## config.mk

```make
export PLATFORM = sky130hd
export DESIGN_NAME = rca_cfg_sequencer
export DESIGN_NICKNAME = d
export VERILOG_FILES = /design/src/rtl/rca_cfg_sequencer.sv
export SDC_FILE = /design/constraint.sdc
export NUM_CORES = 1
export LEC_CHECK = 0
export ABC_CLOCK_PERIOD_IN_PS = 2200
export BUFFER_PORTS_ARGS = -buffer_cell sky130_fd_sc_hd__buf_2
export CORE_MARGIN = 4
export CORE_UTILIZATION = 41
export CTS_CLUSTER_DIAMETER = 100
export DETAILED_ROUTE_END_ITERATION = 7
export GPL_TIMING_DRIVEN = 0
export PLACE_DENSITY = 0.9
export SYNTH_ARGS = -nofsm -noshare
export SYNTH_HDL_FRONTEND = slang
export SYNTH_SLANG_ARGS = --single-unit
export TNS_END_PERCENT = 5
```

## constraint.sdc

```tcl
create_clock -name clk -period 2.2 [get_ports clk]
set_input_delay 0.11 -clock clk [delete_from_list [all_inputs] [get_ports clk]]
set_output_delay 0.11 -clock clk [all_outputs]
set_load 0.03 [all_outputs]
```

## src/rtl/rca_cfg_sequencer.sv

```systemverilog
// RCA configuration sequencer: takes one config instruction at a time, locks the target RCA,
// drains in-flight use, issues a single config-store write and holds the lock through mux settling.
module rca_cfg_sequencer #(
    parameter int NUM_RCAS       = 4,
    parameter int NUM_GRID_MUXES = 72,
    parameter int NUM_IO_UNITS   = 14,
    parameter int SETTLE_CYCLES  = 4,
    parameter int CFG_DATA_W     = 5
) (
    input  logic                        clk,
    input  logic                        rst_n,
    input  logic                        issue_valid,
    output logic                        issue_ready,
    input  logic [2:0]                  issue_funct3,
    input  logic [6:0]                  issue_funct7,
    input  logic [31:0]                 issue_rs1,
    input  logic [31:0]                 issue_rs2,
    input  logic [NUM_RCAS-1:0]         rca_busy,
    output logic [NUM_RCAS-1:0]         rca_cfg_lock,
    output logic                        cfg_we,
    output logic [2:0]                  cfg_type,
    output logic [$clog2(NUM_RCAS)-1:0] cfg_rca,
    output logic [6:0]                  cfg_addr,
    output logic [CFG_DATA_W-1:0]       cfg_data,
    output logic                        cfg_done,
    output logic                        cfg_err
);

    localparam int RCA_W = $clog2(NUM_RCAS);
    localparam int CNT_W = (SETTLE_CYCLES > 1) ? $clog2(SETTLE_CYCLES + 1) : 1;

    localparam logic [2:0] S_IDLE   = 3'd0;
    localparam logic [2:0] S_DRAIN  = 3'd1;
    localparam logic [2:0] S_WRITE  = 3'd2;
    localparam logic [2:0] S_SETTLE = 3'd3;
    localparam logic [2:0] S_DONE   = 3'd4;

    localparam logic [2:0] F3_GRID_MUX = 3'b010;
    localparam logic [2:0] F3_IO_MUX   = 3'b011;

    logic [2:0]            state_q;
    logic [2:0]            type_q;
    logic [RCA_W-1:0]      rca_q;
    logic [6:0]            addr_q;
    logic [CFG_DATA_W-1:0] data_q;
    logic [CNT_W-1:0]      settle_q;
    logic                  err_q;

    logic accept;
    logic bad_cmd;
    logic needs_settle;
    logic unused_rs2_hi;

    // rs2 bits above the register index are deliberately dropped without raising an error.
    assign unused_rs2_hi = ^issue_rs2[31:CFG_DATA_W];

    assign accept = issue_valid && (state_q == S_IDLE);

    // NOTE: every always_comb output gets a default first so no path can infer a latch.
    always_comb begin
        bad_cmd = 1'b0;
        case (issue_funct3)
            3'b000, 3'b110, 3'b111: bad_cmd = 1'b1;
            F3_GRID_MUX: if (issue_rs1 >= 32'(NUM_GRID_MUXES)) bad_cmd = 1'b1;
            F3_IO_MUX:   if (issue_rs1 >= 32'(NUM_IO_UNITS))   bad_cmd = 1'b1;
            default: ;
        endcase
        if ({25'd0, issue_funct7} >= 32'(NUM_RCAS)) bad_cmd = 1'b1;
    end

    assign needs_settle = (SETTLE_CYCLES > 0) &&
                          ((type_q == F3_GRID_MUX) || (type_q == F3_IO_MUX));

    // NOTE: sequential state uses non-blocking assignments only, so every register samples pre-edge values.
    always_ff @(posedge clk) begin
        if (!rst_n) begin
            state_q  <= S_IDLE;
            type_q   <= '0;
            rca_q    <= '0;
            addr_q   <= '0;
            data_q   <= '0;
            settle_q <= '0;
            err_q    <= 1'b0;
        end else begin
            err_q <= 1'b0;
            case (state_q)
                S_IDLE: begin
                    if (accept) begin
                        if (bad_cmd) begin
                            err_q <= 1'b1;
                        end else begin
                            type_q  <= issue_funct3;
                            rca_q   <= issue_funct7[RCA_W-1:0];
                            addr_q  <= issue_rs1[6:0];
                            data_q  <= issue_rs2[CFG_DATA_W-1:0];
                            state_q <= S_DRAIN;
                        end
                    end
                end
                S_DRAIN: begin
                    if (!rca_busy[rca_q]) state_q <= S_WRITE;
                end
                S_WRITE: begin
                    if (needs_settle) begin
                        settle_q <= CNT_W'(SETTLE_CYCLES);
                        state_q  <= S_SETTLE;
                    end else begin
                        state_q <= S_DONE;
                    end
                end
                S_SETTLE: begin
                    settle_q <= settle_q - 1'b1;
                    if (settle_q == CNT_W'(1)) state_q <= S_DONE;
                end
                S_DONE:  state_q <= S_IDLE;
                default: state_q <= S_IDLE;
            endcase
        end
    end

    // Lock is a pure decode of the busy states, so it drops on the edge entering DONE
    // and can only ever name the single latched target.
    always_comb begin
        rca_cfg_lock = '0;
        if ((state_q == S_DRAIN) || (state_q == S_WRITE) || (state_q == S_SETTLE))
            rca_cfg_lock[rca_q] = 1'b1;
    end

    assign issue_ready = (state_q == S_IDLE);
    assign cfg_we      = (state_q == S_WRITE);
    assign cfg_done    = (state_q == S_DONE);
    assign cfg_err     = err_q;
    assign cfg_type    = type_q;
    assign cfg_rca     = rca_q;
    assign cfg_addr    = addr_q;
    assign cfg_data    = data_q;

endmodule
```

=== Word-level counts from Yosys, hierarchy flattened ===
Index checks and enable logic that the tools add are counted.
W data, S select, Z words.

* Register bits: 24
* Latch bits: 0
* RAM bits: 0
* ROM bits: 0
* Bits of input ports: 81
* Output and inout port bits: 25
* Logic and storage cells: 61
* Memories kept: 0

* Add/sub/neg operators: 1
* $mul: 0
* Div/mod/pow operators: 0
* Order comparisons: 5
* Eq/ne operators: 16
* Shift-type cells: 0
* Mux-type cells: 18
* Bitwise logic cells: 1
* Reductions and logical operators: 13

{| class="wikitable"
|+ Operators with widths
! operator !! count
|-
| $ge A32 B4 Y1 const B || 1
|-
| $ge A32 B7 Y1 const B || 1
|-
| $eq A3 B2 Y1 const B || 6
|-
| $mux W3 || 6
|-
| $pmux W3 S4 || 1
|-
| $eq A3 B3 Y1 const B || 3
|-
| $ge A7 B3 Y1 const B || 1
|-
| $eq A3 B1 Y1 const B || 2
|-
| $logic_not A3 Y1 || 2
|-
| $mux W1 || 6
|-
| $ne A2 B2 Y1 const B || 3
|-
| $pmux W3 S2 || 1
|-
| $reduce_and A3 Y1 || 2
|-
| $mux W4 || 1
|-
| $ne A2 B1 Y1 const B || 2
|-
| $reduce_and A4 Y1 || 1
|-
| $logic_or A1 B1 Y1 || 3
|-
| $lt A2 B3 Y1 const B || 1
|-
| $pmux W1 S3 || 1
|-
| $reduce_or A3 Y1 || 1
|-
| $sub A3 B1 Y3 const B || 1
|-
| $bmux W1 S2 || 1
|-
| $demux W1 S2 || 1
|-
| $ge A2 B1 Y1 const B || 1
|-
| other kinds (4) || 5
|}

=== Depth between registers and ports, before layout ===
* Depth in word-level cells: 7
* Mapped depth: 7
* Gate-level depth less buffers: 6

=== Worst setup path before layout ===
No wires, ideal clock.

* Path kind: reg2reg
* Start point: reg state_q[0]
* End point: reg addr_q[2], in the netlist cfg_addr[2]
* Setup time: 0.072 ns
* Arrival time: 2.056 ns
* Required time: 2.128 ns
* Setup slack: 0.073 ns
* Cell stages (with the launch flop): 7
* Path buffers: 3
* Clock period less this slack: 2.127 ns
* Path through: dfxtp_1 > clkbuf_1 > nor3_1 > o211a_1 > buf_6 > buf_12 > mux2i_1

* Cells in the longest elaborated chain, start to end: 3

{| class="wikitable"
|+ RTL lines
! what !! RTL line !! RTL
|-
| start: declaration || 41 || <nowiki>logic [2:0] state_q;</nowiki>
|-
| start signal: assignment || 77 || <nowiki>state_q <= S_IDLE;</nowiki>
|-
| start signal: assignment || 96 || <nowiki>state_q <= S_DRAIN;</nowiki>
|-
| start signal: assignment || 101 || <nowiki>if (!rca_busy[rca_q]) state_q <= S_WRITE;</nowiki>
|-
| $logic_not A3 Y1 * || -- ||
|-
| named net issue_ready || 13 || <nowiki>output logic issue_ready,</nowiki>
|-
| $logic_and A1 B1 Y1 || 57 || <nowiki>assign accept = issue_valid && (state_q == S_IDLE);</nowiki>
|-
| $reduce_and A3 Y1 (no line) * || -- ||
|-
| end signal: assignment || 94 || <nowiki>addr_q <= issue_rs1[6:0];</nowiki>
|-
| end: declaration || 44 || <nowiki>logic [6:0] addr_q;</nowiki>
|}

Mark *: on every way through the listed nets, which the timed path passes. The rest lies on a longest branch.
A chain may end at the register's enable or synchronous reset.

=== Worst setup path after layout ===
* Start point: reg state_q[0]
* End point: reg addr_q[4], in the netlist cfg_addr[4]

* Cells in the longest elaborated chain, start to end: 3

{| class="wikitable"
|+ RTL lines
! what !! RTL line
|-
| $logic_not A3 Y1 * || 57, 86
|-
| $logic_and A1 B1 Y1 || 57
|-
| $reduce_and A3 Y1 (no line) * || --
|}

Every way passes the cells marked *; elsewhere a longest branch is shown, timed or not.

==> reports/qor.csv <==
stage,metric,value,unit
yosys,ys_types,32,
floorplanning,ios,106,
floorplanning,die_w,63.1,um
global_routing,grt_overflow,0,
route,drt_iter0_markers,41,
pwr,ir_drop,0.307,mV
setup_path,crit_family,buffers and inverters,
placement,hpwl,2.75,mm
setup_path,r2r-start,state_q[0],
timing,final-hold-violation-count,0,
cts,numClockSinks,24,
yosys,netlist_instances,147,
global_routing,grt_max_degree,15,
floorplanning,rows,19,
global_routing,grt_pass1_wl,5.38,mm
timing,finClkSkew,7.07,ps
placement,gp_congestion,0.831,
cts,cts_buffers,3,
cts,cts_setup_buffers,0,
min_path,min-delay-path-class,input pin to register,
yosys,synth-edff-count,0,
pwr,power.leakage,0.797,nW
yosys,synth_commonest_cells,"nand2_1, dfxtp_1, mux2i_1, nor2_1, nor4_1",
yosys,ys.flop_type,dfxtp_1,
timing,min_period,1740,ps
placement,port_buffers,77,
setup_path,crit_path_max_fanout,10,
yosys,yosysTopAreaCellShare,38.7,%
cts,h-tree-depth,1,
yosys,synth_area,1240,um^2
pwr,power_density,497,nW/um^2
timing,rsz0062_at_grt,no,
pwr,fin_total_pwr,855,uW
setup_path,crit_start,state_q[0],
yosys,postSynthAreaPerCell,8.45,um^2
cts,insertion_delay,320,ps
global_routing,grt_usage,16.5,%
yosys,synth.area.mux_share,15.5,%
yosys,async_flop_share,0,%
cts,cts_tree,done,
timing,fin_setup_tns,0,ps
final_layout,drive_above_1_share,37.3,%
final_layout,fin_nets,312,
floorplanning,fp.dieH,63.1,um
floorplanning,coreArea,2830,um^2
cts,clock_tree.root_cell,clkbuf_4,
timing,final_max_slew_viol_count,0,
setup_path,critPathRequiredTime,2460,ps
yosys,ys_ff_latch,24,
route,wl,3.35,mm
final_layout,synthToLayoutAreaGrowth,38.4,%
setup_path,worst_ep_arrival_time,2000,ps
min_path,min-delay-start,issue_rs2[1],
final_layout,regArea,480,um^2
route,post_drt_wl_per_cell,12.9,um
cts,hold_buffers,0,
global_routing,antenna_found_initial,0,
cts,clockBufferDepth,2,
cts,path_clk_slew,140,ps
setup_path,path_buf_inv,3,
route,vias_per_cell,5.22,
global_routing,grt.met1_usage,17.7,%
yosys,synth_top_family_by_area,simple AND/OR/NAND/NOR gates,
global_routing,grt_use_met3,4.80,%
yosys,yosys_warnings,0,
floorplanning,die_area,3980,um^2
setup_path,cp_cell_sequence,clkbuf_1 > nor3_1 > o211a_1 > buf_6 > buf_12 > mux2i_1,
yosys,synth_compound_area_share,5.94,%
route,drc_errors,0,
timing,worstMarginPinSlew,600,ps
run_status,status,completed,
route,vias,1352,
yosys,yosysTopAreaCell,dfxtp_1,
route,ant_nets,0,
timing,maxSlewHeadroom,59.7,%
route,dr.pass1.iters,4,
yosys,synth-xor-area-share,0.705,%
yosys,synth_area_leaders,"dfxtp_1, mux2i_1, nand2_1, nor4_1, nor3_1",
timing,setup_violations,0,
setup_path,crit_type,register to register,
yosys,synth_fp_nets,230,
yosys,yosysSeqAreaShare,38.7,%
cts,cts_resized,0,
final_layout,multi_input_area,704,um^2
setup_path,crit_path_top_delay_cell,nor3_1,
final_layout,diodes,0,
setup_path,end_kind,register,
timing,period_share,78.9,%
final_layout,fill_cells,240,
yosys,synthSimpleGateAreaFrac,32.5,%
yosys,yosysMostFrequentCell,nand2_1,
floorplanning,initial_core_util,43.9,%
global_routing,grt_pass1_vias,1320,
setup_path,start_kind,register,
timing,fmax,0.576,GHz
setup_path,max_stage_delay,450,ps
global_routing,top_usage_layer,met2,
yosys,synthAdderAreaFrac,2.01,%
global_routing,gr-usage-met2,30.6,%
flow_run,max_cap_viol_count,0,
[area by class of cell]
class,instances,area share [%]
multi-input combinational,114,41.0
sequential,24,27.9
timing repair buffer,77,22.4
buffer,7,2.91
tap,31,2.26
clock inverter,1,1.75
clock buffer,3,1.31
inverter,2,0.437
[cells by family after synthesis]
logic type,after synthesis
buffers and inverters,9
and+or+nand+nor,84
AOI/OAI and AO/OA,9
adders and majority gates,2
muxes,18
xor gates and xnor gates,1
DFF,24
[layer usage]
layer,vias to the layer above,wire [um],share of wire [%]
met5,-,0,0
met4,0,34,1.0
met3,4,411,12
met2,67,1600,48
met1,603,1300,39
li1,678,-,-
[cells in the final DEF (no fill, tap or decap), drive strengths merged, types with 2 or more instances in the layout]
cell,netlist,routed
mux2i,17,17
dfxtp,24,24
nor3,7,7
nor2,9,9
and3,2,2
and2,2,2
buf,2,79
nor4,9,9
nand3,3,3
nand2,41,41
nand2b,3,3
clkbuf,5,8
o21a,2,2
inv,2,2
ha,2,2
nor4b,2,2
nor2b,2,2
[final timing paths]
path         cells after the start     endpoint  slack [ps]
min reg2reg                      2  cfg_data[4]         460
max                              6  cfg_addr[4]         460
min                              3  cfg_data[1]          10
max reg2reg                      6  cfg_addr[4]         460
[state kept, by name (all words and copies together) (netlist names)]
name,count
cfg_addr,7
cfg_data,5
cfg_err,1
cfg_rca,2
cfg_type,3
settle_q,3
state_q,3
[tightest hold or removal path, delay by kind of cell]
| family | cells | cell delay [ps] |
|---|---|---|
| muxes | 1 | 50 |
| and+or+nand+nor | 1 | 40 |
| buffers and inverters | 1 | 90 |
[where the power goes]
part | total, mW | internal (mW) | switching (mW)
clock | 0.324 | 0.184 | 0.139
combinational | 0.0931 | 0.0482 | 0.0449
sequential | 0.438 | 0.437 | 0.000968
[per-stage QoR]
step	area [um^2]	utilization [%]	setup slack (ps)	cells	hold slack (ps)
finish	1720	60.8	463	259	10.3
global route	1720	60.8	289	259	27.2
CTS	1720	60.8	459	259	11.0
detailed placement	1670	58.9	374	255	370
global placement	1670	58.9	423	255	363
floorplan	1240	-	72.8	147	252
Note: power is estimated with default switching activity, not from simulation.
